## src/rtl/debounced_updown_counter.sv

```systemverilog
// Three raw push-buttons (up/down/clear) are synchronised, debounced and edge-detected
// to drive a modulo or saturating up/down counter. Optional auto-repeat: AUTOREPEAT_EN.
module debounced_updown_counter #(
  parameter int unsigned WIDTH           = 8,
  parameter int unsigned MAX_COUNT       = 255,
  parameter int unsigned DEBOUNCE_CYCLES = 16,
  parameter int unsigned WRAP            = 1,
  parameter int unsigned HOLD_CYCLES     = 1000,
  parameter int unsigned REPEAT_CYCLES   = 250
) (
  input  logic             clk,
  input  logic             rst,
  input  logic             i_key_up,
  input  logic             i_key_down,
  input  logic             i_key_clr,
  output logic [WIDTH-1:0] o_count,
  output logic             o_step,
  output logic             o_limit
);

  localparam int unsigned NKEY = 3;
  localparam int unsigned KCLR = 2;
  localparam int unsigned DB_W = (DEBOUNCE_CYCLES > 1) ? $clog2(DEBOUNCE_CYCLES) : 1;
  localparam logic [DB_W-1:0]  DB_LAST = DB_W'(DEBOUNCE_CYCLES - 1);
  localparam logic [WIDTH-1:0] CNT_MAX = WIDTH'(MAX_COUNT);

  if (DEBOUNCE_CYCLES < 1 || HOLD_CYCLES < 1 || REPEAT_CYCLES < 1 ||
      (WIDTH < 32 && (MAX_COUNT >> WIDTH) != 0)) begin : g_bad_cfg
    $error("debounced_updown_counter: illegal parameter set");
  end

  logic [NKEY-1:0] w_key_raw;
  logic [NKEY-1:0] r_sync1, r_sync2, r_level;
  logic [DB_W-1:0] r_db_cnt [NKEY];
  logic [NKEY-1:0] w_flip, w_rise;
  logic [1:0]      w_ev_ud;

  assign w_key_raw = {i_key_clr, i_key_down, i_key_up};

  // The press event fires on the edge the debounced level rises, so the count
  // updates in the same edge rather than one later.
  always_comb begin
    for (int k = 0; k < NKEY; k++) begin
      w_flip[k] = (r_sync2[k] != r_level[k]) && (r_db_cnt[k] == DB_LAST);
      w_rise[k] = w_flip[k] && r_sync2[k];
    end
  end

  always_ff @(posedge clk or negedge rst) begin
    if (!rst) begin
      r_sync1 <= '0;
      r_sync2 <= '0;
      r_level <= '0;
      for (int k = 0; k < NKEY; k++) r_db_cnt[k] <= '0;
    end else begin
      r_sync1 <= w_key_raw;
      r_sync2 <= r_sync1;
      for (int k = 0; k < NKEY; k++) begin
        if (r_sync2[k] == r_level[k]) begin
          r_db_cnt[k] <= '0;
        end else if (w_flip[k]) begin
          r_level[k]  <= r_sync2[k];
          r_db_cnt[k] <= '0;
        end else begin
          r_db_cnt[k] <= r_db_cnt[k] + DB_W'(1);
        end
      end
    end
  end

`ifdef AUTOREPEAT_EN
  localparam int unsigned TMR_MAX = (HOLD_CYCLES > REPEAT_CYCLES) ? HOLD_CYCLES : REPEAT_CYCLES;
  localparam int unsigned TMR_W   = $clog2(TMR_MAX + 1);
  localparam logic [TMR_W-1:0] HOLD_LAST = TMR_W'(HOLD_CYCLES - 1);
  localparam logic [TMR_W-1:0] REP_LAST  = TMR_W'(REPEAT_CYCLES - 1);

  typedef enum logic [1:0] {S_IDLE = 2'd0, S_HOLD = 2'd1, S_REPEAT = 2'd2} rpt_state_e;

  rpt_state_e       r_state [2];
  rpt_state_e       w_state_nxt [2];
  logic [TMR_W-1:0] r_timer [2];
  logic [TMR_W-1:0] w_timer_nxt [2];
  logic [1:0]       w_rep;

  always_ff @(posedge clk or negedge rst) begin
    if (!rst) begin
      for (int k = 0; k < 2; k++) begin
        r_state[k] <= S_IDLE;
        r_timer[k] <= '0;
      end
    end else begin
      for (int k = 0; k < 2; k++) begin
        r_state[k] <= w_state_nxt[k];
        r_timer[k] <= w_timer_nxt[k];
      end
    end
  end

  // Per up/down key: IDLE -> HOLD on press, HOLD -> REPEAT after the hold delay.
  always_comb begin
    for (int k = 0; k < 2; k++) begin
      w_state_nxt[k] = r_state[k];
      w_timer_nxt[k] = r_timer[k] + TMR_W'(1);
      if (w_rise[KCLR]) begin
        w_state_nxt[k] = S_IDLE;
        w_timer_nxt[k] = '0;
      end else begin
        case (r_state[k])
          S_IDLE: begin
            w_timer_nxt[k] = '0;
            if (w_rise[k]) w_state_nxt[k] = S_HOLD;
          end
          S_HOLD: begin
            if (!r_level[k]) begin
              w_state_nxt[k] = S_IDLE;
              w_timer_nxt[k] = '0;
            end else if (r_timer[k] == HOLD_LAST) begin
              w_state_nxt[k] = S_REPEAT;
              w_timer_nxt[k] = '0;
            end
          end
          S_REPEAT: begin
            if (!r_level[k]) begin
              w_state_nxt[k] = S_IDLE;
              w_timer_nxt[k] = '0;
            end else if (r_timer[k] == REP_LAST) begin
              w_timer_nxt[k] = '0;
            end
          end
          default: begin
            w_state_nxt[k] = S_IDLE;
            w_timer_nxt[k] = '0;
          end
        endcase
      end
    end
  end

  always_comb begin
    w_rep = '0;
    for (int k = 0; k < 2; k++) begin
      case (r_state[k])
        S_HOLD:   w_rep[k] = r_level[k] && (r_timer[k] == HOLD_LAST);
        S_REPEAT: w_rep[k] = r_level[k] && (r_timer[k] == REP_LAST);
        default:  w_rep[k] = 1'b0;
      endcase
    end
  end

  assign w_ev_ud = w_rise[1:0] | w_rep;
`else
  assign w_ev_ud = w_rise[1:0];
`endif

  logic [WIDTH-1:0] r_count, w_count_nxt;
  logic             r_step, r_limit, w_step_nxt, w_limit_nxt;

  // Priority: clear, then up+down cancel, then up, then down.
  always_comb begin
    w_count_nxt = r_count;
    w_step_nxt  = 1'b0;
    w_limit_nxt = 1'b0;
    if (w_rise[KCLR]) begin
      w_count_nxt = '0;
      w_step_nxt  = 1'b1;
    end else if (w_ev_ud == 2'b11) begin
      w_count_nxt = r_count;
    end else if (w_ev_ud[0]) begin
      if (r_count >= CNT_MAX) begin
        w_limit_nxt = 1'b1;
        if (WRAP != 0) begin
          w_count_nxt = '0;
          w_step_nxt  = 1'b1;
        end
      end else begin
        w_count_nxt = r_count + WIDTH'(1);
        w_step_nxt  = 1'b1;
      end
    end else if (w_ev_ud[1]) begin
      if (r_count == '0) begin
        w_limit_nxt = 1'b1;
        if (WRAP != 0) begin
          w_count_nxt = CNT_MAX;
          w_step_nxt  = 1'b1;
        end
      end else begin
        w_count_nxt = r_count - WIDTH'(1);
        w_step_nxt  = 1'b1;
      end
    end
  end

  always_ff @(posedge clk or negedge rst) begin
    if (!rst) begin
      r_count <= '0;
      r_step  <= 1'b0;
      r_limit <= 1'b0;
    end else begin
      r_count <= w_count_nxt;
      r_step  <= w_step_nxt;
      r_limit <= w_limit_nxt;
    end
  end

  assign o_count = r_count;
  assign o_step  = r_step;
  assign o_limit = r_limit;

endmodule

```

## config.mk

```make
export PLATFORM = sky130hd
export DESIGN_NAME = debounced_updown_counter
export DESIGN_NICKNAME = d
export VERILOG_FILES = /design/src/rtl/debounced_updown_counter.sv
export SDC_FILE = /design/constraint.sdc
export NUM_CORES = 1
export LEC_CHECK = 0
export BUFFER_PORTS_ARGS = -buffer_cell sky130_fd_sc_hd__buf_2
export CAP_MARGIN = 30
export CORE_ASPECT_RATIO = 1.25
export CORE_MARGIN = 2
export CORE_UTILIZATION = 58
export DETAILED_ROUTE_END_ITERATION = 8
export PLACE_DENSITY = 0.86
export SYNTH_ARGS = -nofsm -noshare
export SYNTH_HDL_FRONTEND = slang
export SYNTH_SLANG_ARGS = --single-unit
export TNS_END_PERCENT = 20
```

## constraint.sdc

```tcl
create_clock -name clk -period 2.2 [get_ports clk]
set_input_delay 0.11 -clock clk [delete_from_list [all_inputs] [get_ports clk]]
set_output_delay 0.11 -clock clk [all_outputs]
set_load 0.03 [all_outputs]
```

; Yosys cells after proc, flatten, opt, wreduce, memory -nomap -nowiden
; Cells that the tools add are included.
[classes]
muxes = 22
n_eq_ne = 11
reduce_logical = 12
bitwise = 3
n_lt_le_gt_ge = 1
add_sub_neg = 5
[op_table]
columns = operator, count
row1 = $mux 8, 6
row2 = $mux 4, 6
row3 = $add 4x1->4 const B, 3
row4 = $eq 4x4->1 const B, 3
row5 = $mux 1, 10
row6 = $add 8x1->8 const B, 1
row7 = $ge 8x8->1 const B, 1
row8 = $logic_not 8->1, 1
row9 = $reduce_and 2->1, 4
row10 = $sub 8x1->8 const B, 1
row11 = $logic_and 1x1->1, 6
row12 = $eq 1x1->1, 3
row13 = $ne 1x1->1, 3
row14 = $not 1->1, 3
row15 = $reduce_bool 3->1, 1
row16 = $eq 2x2->1 const B, 1
row17 = $ne 2x2->1 const B, 1
[word_totals]
ff_bits = 31
input_bits = 5
elab_cells = 65

; Longest topological paths before layout
[depth]
ltp_word = 7
depth_mapped = 7
depth_no_buf = 7

; Worst setup path after synthesis
; OpenSTA, ideal clock, no wires.
[synth_path]
kind = register to register
start = reg r_count[0], in the netlist o_count[0]
end = reg r_count[6], in the netlist o_count[6]
n_path_buf = 1
period_less_slack_ps = 2144
setup_ps = 66
required_time_ps = 2134
stages_incl_launch_ff = 8
arrival_ps = 2078
path_slack_ps = 56
path_cell_list = dfrtp_1 -> clkbuf_1 -> inv_1 -> ha_1 -> nor4b_1 -> o221ai_1 -> a2111oi_1 -> a31o_1
[synth_via]
elab_chain_cells = 6
[synth_lines]
columns = item, line
row1 = from (decl), 155  ; logic [WIDTH-1:0] r_count, w_count_nxt;
row2 = from (signal assigned), 199  ; r_count <= w_count_nxt;
row3 = $sub 8x1->8 / $logic_not 8->1 (equally long branches), "187, 180"
row4 = $mux 8, 180  ; if (r_count == '0) begin
row5 = $mux 8, 179  ; end else if (w_ev_ud[1]) begin
row6 = $mux 8 *, 168  ; end else if (w_ev_ud[0]) begin
row7 = $mux 8 *, 166  ; end else if (w_ev_ud == 2'b11) begin
row8 = $mux 8 *, 163  ; if (w_rise[KCLR]) begin
; Every way passes the cells marked *; elsewhere a longest branch is shown, timed or not. The select of a mux whose other input is x is not followed.
; A chain may end at the register's enable or synchronous reset.

; Final worst setup path
; Ends and elaborated chain as after synthesis.

==> metrics <==
run status=finished clean; Reg clk slew, reported paths=0.09 ns; register bit total from synthesis=31; RR Startpoint=o_count[0]; Num Clock Sinks=31; slew at the pin with the worst max-slew slack=0.6726 ns; final non-filler cell total=227; top post-synthesis cells by area=dfrtp_1 (46%), ha_1 (5.2%), xnor2_1 (3.6%); worst-path cell chain=ha_1 -> nand3_1 -> or4_4 -> a211o_1 -> a31o_1; Routed Antenna Nets=0; final worst path period share=0.9416; drt wl/cell=15.85 um; Yosys warnings=0; GRT overflow=0; Syn Inst Count=171; register area share after synthesis=0.4582; MaxCap Viol Count=0; Final Setup Violations=0; Pre-antenna DRT Iters=4; Netlist cell types=49; number of synthesized flops with an enable pin=0; Rows=21; GRT Total Usage=0.2502; Initial Util=0.6195; Slew Limit Fails=0; Max stage delay cell, worst path=dfrtp_1; port bufs=14; Max Clock Skew=0.006832 ns; unrepaired setup endpoints after global routing=no; Crit path largest cell delay=0.52 ns; Worst EP required=2.42 ns; die width=52.32 um; post-route cell area=1901 um^2; dominant synthesized flop cell=dfrtp_1; Clk Latency, worst-skew pair=0.33 ns; ratio of cells with drive above 1 in the final layout=0.1658; crit path max fanout=10; first-pass GRT wire length=6134 um; setup TNS=0 ns; Final Util=0.6955; die footprint=3369 um^2; final hold violations=0; CORE AREA=2733 um^2; largest net degree at the start of global routing=32; antenna cells=0; WS Path Type=flop to flop; vias per inst=6.357; R2R Path End=o_count[6]; num ports=15; initial antenna violation count=0; Leakage=0.8505 nW; total placed instance area=1799 um^2; crit path time final=2.072 ns; Post-synth top cells=dfrtp_1 (31), nor2_1 (11), a21oi_1 (10); start point of the critical path=o_count[0]; top-count cell post-synth=dfrtp_1; max frequency=482.7 MHz; final-stage net count=205; flop2flop setup slack=0.13 ns; Place WS=0.1622 ns; Worst Hold Class=primary input to asynchronous set/reset pin; FFs w/ async S/R, synth=1.000; Worst Hold Slack=0.3384 ns; Critical Path AT=2.30 ns; WL final=3598 um; PwrDens=529.7 nW/um^2; drc violations=0; htree depth=2; TritonCTS clock tree=yes; CTS buffer count=5; Bufs on Longest Clock Path=2; GPL Wtd Cong=0.9210; Filler cells=214; HPWL after DPL=2574 um; CP startpoint kind=flop; top cell type by total area after synthesis=dfrtp_1; Peak supply drop=0.5016 mV; R2R depth=5; DIE HEIGHT=64.40 um; Area Overhead vs Synth=12.27%; area of the mapped netlist=1693 um^2; total power=1.007 mW; vias post-DR=1443; Syn Area/Cell=9.900 um^2; DRT iter0 DRCs=43; max_slew headroom=0.5516; setup ws final=0.1285 ns; Root Buffer=clkbuf_4; post-synth top area share=0.4582; vias in the first global route=1376; Crit. End Element=flop; dpl cells=216; Synthesized Nets=183
-- cells in the final DEF, fill, tap and decap left out, types with 3 or more instances in the layout --
| cell | netlist | layout |
|---|---|---|
| nand2b_1 | 4 | 4 |
| dfrtp_1 | 31 | 31 |
| nand3_1 | 8 | 8 |
| nor2_1 | 11 | 11 |
| buf_4 | 0 | 4 |
| nand4b_1 | 3 | 3 |
| xnor2_1 | 7 | 7 |
| dlygate4sd3_1 | 0 | 4 |
| and3_1 | 3 | 3 |
| nor3_1 | 6 | 6 |
| o211ai_1 | 3 | 3 |
| inv_1 | 9 | 9 |
| clkbuf_4 | 0 | 5 |
| a21oi_1 | 10 | 10 |
| nand2_1 | 9 | 9 |
| buf_2 | 2 | 14 |
| o21ai_0 | 4 | 4 |
| o221ai_1 | 3 | 3 |
| ha_1 | 7 | 7 |
| nor2b_1 | 4 | 4 |
| nand4_1 | 4 | 4 |
-- sequential cells by signal (all words and copies together) (netlist names) --
signal and cells:
o_step 1, r_level 3, o_count 8, o_limit 1, r_db_cnt 12, r_sync2 3
r_sync1 3
-- per-layer routing --
layer | global-route usage | vias to the layer above | share of wire
met2 | 0.3922 | 52 | 0.51
met4 | 0.1186 | 0 | 0.038
met5 | 0 | - | 0
met1 | 0.3121 | 702 | 0.39
li1 | - | 674 | -
met3 | 0.07243 | 15 | 0.058
-- worst max path at each step --
stage / slack [ns] / cells past startpoint / to
final: 0.13 / 5 / o_count[6]
after detailed placement: 0.16 / 5 / o_count[6]
after floorplan: 0.06 / 7 / o_count[6]
after CTS: 0.14 / 5 / o_count[6]
after global placement: 0.23 / 5 / o_count[6]
after global routing: 0.05 / 5 / o_count[6]
-- worst max-delay path, delay by kind of cell (launching register included) --
family                   cells  cell delay (ns)
adder cells (fa/ha/maj)      1             0.30
AO/OA/AOI/OAI                2             0.51
flip-flops                   1             0.52
AND/OR/NAND/NOR              2             0.63
-- final cells by class --
class | count | area [um^2] | share of cell area
multi-input combinational | 124 | 852.1 | 0.4483
sequential | 31 | 775.7 | 0.4082
timing repair buffer | 22 | 140.1 | 0.07373
clock buffer | 6 | 51.30 | 0.02699
tap | 34 | 42.54 | 0.02238
inverter | 9 | 33.78 | 0.01777
clock inverter | 1 | 5.005 | 0.002633
-- kinds of logic (layout without fill, tap and decap cells) --
| group | after synthesis | in the layout | share of synthesized area |
|---|---|---|---|
| and+or+nand+nor | 62 | 62 | 0.2040 |
| DFF | 31 | 31 | 0.4582 |
| muxes | 2 | 2 | 0.01330 |
| xor gates and xnor gates | 8 | 8 | 0.04139 |
| AOI/OAI and AO/OA | 45 | 45 | 0.1900 |
| buffers and inverters | 16 | 38 | 0.04139 |
| adders and majority gates | 7 | 7 | 0.05173 |
-- report_power, final --
group	total, mW	internal [mW]	switching (mW)
Clock	0.335	0.148	0.187
Sequential	0.608	0.589	0.0189
Combinational	0.0641	0.0290	0.0351
Total	1.01	0.765	0.241
-- repair_timing --
| item | in CTS | in global routing |
|---|---|---|
| resized for setup | 0 | 1 |
| endpoints found under the hold margin | 34 | 0 |
| setup buffers | 0 | 0 |
| setup endpoints to repair | 0 | 1 |
| hold buffers | 4 | 0 |
No activity file was read; power rests on OpenSTA's default activity.
